### config.mk
export PLATFORM = sky130hd
export DESIGN_NAME = fetch_ctrl
export DESIGN_NICKNAME = d
export VERILOG_FILES = /design/src/rtl/fetch_ctrl.sv
export SDC_FILE = /design/constraint.sdc
export NUM_CORES = 1
export LEC_CHECK = 0
export ABC_AREA = 1
export BUFFER_PORTS_ARGS = -buffer_cell sky130_fd_sc_hd__buf_2
export CAP_MARGIN = 20
export CORE_UTILIZATION = 54
export DETAILED_ROUTE_END_ITERATION = 7
export GPL_TIMING_DRIVEN = 1
export PLACE_DENSITY = 0.82
export SLEW_MARGIN = 20
export SYNTH_ARGS = -nofsm -noshare
export SYNTH_HDL_FRONTEND = slang
export SYNTH_SLANG_ARGS = --single-unit
### constraint.sdc
create_clock -name clk -period 4.6 [get_ports clk]
set_clock_uncertainty 0.05 [all_clocks]
set_input_delay 0.92 -clock clk [delete_from_list [all_inputs] [get_ports clk]]
set_output_delay 0.92 -clock clk [all_outputs]
set_load 0.1 [all_outputs]
### src/rtl/fetch_ctrl.sv
// fetch_ctrl: IF-stage PC sequencing with redirect drain and instruction-memory watchdog
module fetch_ctrl #(
  parameter int ADDR_W = 32,
  parameter logic [ADDR_W-1:0] RESET_PC = '0,
  parameter int TIMEOUT = 255
) (
  input  logic              clk,
  input  logic              rst,
  input  logic              br_taken,
  input  logic [ADDR_W-1:0] br_target,
  input  logic              jump_req,
  input  logic [ADDR_W-1:0] jump_target,
  input  logic              load_use,
  input  logic              imem_ready,
  output logic              imem_req,
  output logic              stall,
  output logic              jump_cs,
  output logic [ADDR_W-1:0] Next_pc,
  output logic              if_valid,
  output logic              flush_if_id,
  output logic              flush_id_ex,
  output logic              mem_err
);
  localparam int CW = $clog2(TIMEOUT + 1);
  typedef enum logic [1:0] {BOOT, FETCH, DRAIN, HALT} state_t;
  state_t            state_q, state_d;
  logic [ADDR_W-1:0] pend_q, pend_d;
  logic [CW-1:0]     cnt_q, cnt_d;
  logic              err_q, err_d;
  logic              redir;
  logic [ADDR_W-1:0] tgt;
  assign mem_err = err_q;
  // Next state and PC controls; the EX branch outranks the ID jump, and a busy memory defers the redirect
  always_comb begin
    redir       = br_taken | jump_req;
    tgt         = br_taken ? br_target : jump_target;
    state_d     = state_q;
    pend_d      = pend_q;
    cnt_d       = cnt_q;
    err_d       = err_q;
    imem_req    = 1'b0;
    stall       = 1'b0;
    jump_cs     = 1'b0;
    Next_pc     = '0;
    if_valid    = 1'b0;
    flush_if_id = 1'b0;
    flush_id_ex = 1'b0;
    case (state_q)
      BOOT: begin
        jump_cs     = 1'b1;
        Next_pc     = RESET_PC;
        flush_if_id = 1'b1;
        flush_id_ex = 1'b1;
        state_d     = FETCH;
      end
      FETCH: begin
        imem_req    = 1'b1;
        flush_if_id = redir;
        flush_id_ex = br_taken;
        jump_cs     = redir & imem_ready;
        Next_pc     = (redir & imem_ready) ? tgt : '0;
        stall       = ~imem_ready | (~redir & load_use);
        if_valid    = ~redir & ~load_use & imem_ready;
        pend_d      = (redir & ~imem_ready) ? tgt : pend_q;
        state_d     = (redir & ~imem_ready) ? DRAIN : FETCH;
      end
      DRAIN: begin
        imem_req    = 1'b1;
        flush_if_id = br_taken;
        flush_id_ex = br_taken;
        pend_d      = br_taken ? br_target : pend_q;
        stall       = ~imem_ready;
        jump_cs     = imem_ready;
        Next_pc     = imem_ready ? (br_taken ? br_target : pend_q) : '0;
        state_d     = imem_ready ? FETCH : DRAIN;
      end
      default: stall = 1'b1;
    endcase
    if (imem_req) begin
      cnt_d = imem_ready ? '0 : cnt_q + 1'b1;
      if (!imem_ready && cnt_q == CW'(TIMEOUT)) begin
        err_d   = 1'b1;
        state_d = HALT;
      end
    end
    if (rst) begin
      imem_req    = 1'b0;
      stall       = 1'b1;
      jump_cs     = 1'b0;
      Next_pc     = '0;
      if_valid    = 1'b0;
      flush_if_id = 1'b1;
      flush_id_ex = 1'b1;
    end
  end
  // State, pending redirect target, wait counter and sticky error
  always_ff @(posedge clk) begin
    if (rst) begin
      state_q <= BOOT;
      pend_q  <= '0;
      cnt_q   <= '0;
      err_q   <= 1'b0;
    end else begin
      state_q <= state_d;
      pend_q  <= pend_d;
      cnt_q   <= cnt_d;
      err_q   <= err_d;
    end
  end
endmodule
==> metrics.txt <==
fin crit period=3.587 ns; Slew Limit Fails=0; Mapped Cells=698; Max clock buf depth=2; WS Path Type=reg -> out; dpl hpwl=7097 µm; CTS H-tree lvls=2; Post-synth top flop=dfxtp_1; fin nets=854; vias in the first global route=4144; CTS sink count=43; # hold bufs at CTS=0; routed len/inst=11.92 µm; total setup buffers inserted after CTS=0; Post-Layout Cell Count=879; IO Pins=109; Yosys Warn Count=0; clock root buffer=clkbuf_8; via count=4624; post-route clock period utilization=77.97%; number of synthesized flops with an enable pin=0; crit start category=flop; global-route wire length before repair=16960 µm; TritonCTS clock tree=yes; placed cells=871; final core utilization=63.93%; worst-margin pin slew=0.7004 ns; WL final=10480 µm; CP Data Required Time=3.63 ns; Final Power=1.183 mW; setup ws final=1.013 ns; status=complete, no violations; asr flop ratio synth=0%; RSZ-0062 raised after global routing=false; maximum vdd drop=216.2 µV; pre-CTS setup slack=1.048 ns; Fmax achieved=278.8 MHz; drt first pass iters=5; Net Count, Synth=773; n_diodes=0; Max Cap Viol=0; Power Density=255.1 mW/mm²; hold crit path type=reg -> reg; drt via density=5.261; post-synthesis sequential area ratio=21.17%; R2R Setup Slk=2.04 ns; number of port buffers=108; fillcell total=699; Die Wd=88.78 µm; Initial Util=56.06%; Final ANT Viol Nets=0; largest net degree at the start of global routing=41; Synth Area per Inst=5.826 µm²; clock edge transition at the registers on the reported setup and hold paths=0.08 ns; DR iter-0 viols=241; Slew headroom=53.31%; Max FO, Critical Path=33; drt drc=0; setup TNS=0 ns; total track usage=26.67%; CTS buffer count=5; Setup Viol. Count Final=0; num rows=31; Seq cells post-synth=43; die height=88.78 µm; Syn Std Cell Area=0.004066 mm²; initial antenna violation count=0; final hold viol count=0; area delta synth->final=14.03%; share of cells above drive strength 1=25.00%; Yosys cell types=26; clk_lat worst skew=0.29 ns; die area=0.007881 mm²; Placer Congestion=0.8698; post-cts sizing count=0; core area=0.007253 mm²; remaining global-route overflow=0; Leak=2.471 nW; WP data arrival=2.62 ns; crit end category=output pin
==> cell type report <==
class	count	area [µm²]	share of cell area [%]
Sequential cell	43	860.8	18.56
Clock inverter	2	35.03	0.7555
Clock buffer	6	82.58	1.781
Tap cell	99	123.9	2.671
Inverter	114	427.9	9.228
Multi-Input combinational cell	501	2509	54.10
Timing Repair Buffer	114	598.1	12.90
==> cell usage in the layout (no fill, tap or decap), drive strengths merged <==
master     n
buf      114
nor4       1
dfxtp     43
clkinv     3
nand2    191
ha         5
nand3    167
xnor2      1
inv      112
o2111ai    1
bufinv     1
nor3       3
clkbuf     6
a21oi     42
o21ai      2
nor2      88
==> final timing paths <==
| check | startpoint | to | cells past startpoint |
|---|---|---|---|
| setup reg to reg | state_q[0] | pend_q[16] | 9 |
| hold / removal | mem_err | mem_err | 2 |
| hold reg to reg | mem_err | mem_err | 2 |
| setup / recovery | state_q[1] | Next_pc[1] | 7 |
==> metal layers <==
| metal | share of wire, % | routed length (µm) | up-vias | track usage [%] |
|---|---|---|---|---|
| met3 | 5.5 | 571 | 16 | 3.078 |
| li1 | - | - | 2339 | - |
| met4 | 1.5 | 162 | 0 | 10.41 |
| met5 | 0 | 0 | - | 0 |
| met2 | 50 | 5207 | 147 | 48.67 |
| met1 | 43 | 4536 | 2122 | 31.78 |
==> worst max-delay path, cell delays in order (launching register included) <==
cell and delay [ns]:
dfxtp_1 0.35, inv_1 0.10, ha_1 0.31, nand2_2 0.17
nor2_8 0.59, nand3_1 0.18, a21oi_2 0.16, buf_2 0.44
==> sequential cells by signal (all words and copies together), names as in the netlist <==
signal,cells
mem_err,1
pend_q,32
cnt_q,8
state_q,2
==> cell usage after synthesis (2+ instances only) <==
cell | instances | area [µm²]
clkbuf_1 | 7 | 26.28
nor3_1 | 3 | 15.01
nand2_1 | 188 | 705.7
buf_4 | 8 | 60.06
a21oi_2 | 30 | 262.8
buf_2 | 16 | 80.08
ha_1 | 5 | 62.56
nor2_1 | 84 | 315.3
buf_12 | 3 | 60.06
inv_1 | 108 | 405.4
nor2_2 | 2 | 12.51
a21oi_1 | 12 | 60.06
nand2_2 | 3 | 18.77
inv_2 | 5 | 18.77
buf_1 | 2 | 7.510
o21ai_0 | 2 | 10.01
nand3_1 | 138 | 690.7
nand3_2 | 29 | 290.3
buf_6 | 4 | 45.04
dfxtp_1 | 43 | 860.8
==> stage by stage <==
stage / hold WS (ns) / cell area, µm²
detailed placement: 0.4036 / 4519
global route: 0.4332 / 4637
global placement: 0.3870 / 4519
floorplan: 0.3871 / 4076
finish: 0.4145 / 4637
CTS: 0.4171 / 4637
==> cell families (layout without fill, tap and decap cells) <==
kind of cell               count (synthesis)  after routing  share of synthesized area [%]
AOI/OAI and AO/OA                         45             45                          8.400
xor gates and xnor gates                   1              1                         0.2154
buffers and inverters                    154            236                          17.38
and+or+nand+nor                          450            450                          51.29
adders and majority gates                  5              5                          1.538
DFF                                       43             43                          21.17
==> power breakdown <==
part	switching, mW	internal [mW]
combinational	0.324	0.131
sequential	0.0128	0.408
clock	0.131	0.176
total	0.468	0.714
No activity file was read; power rests on OpenSTA's default activity.
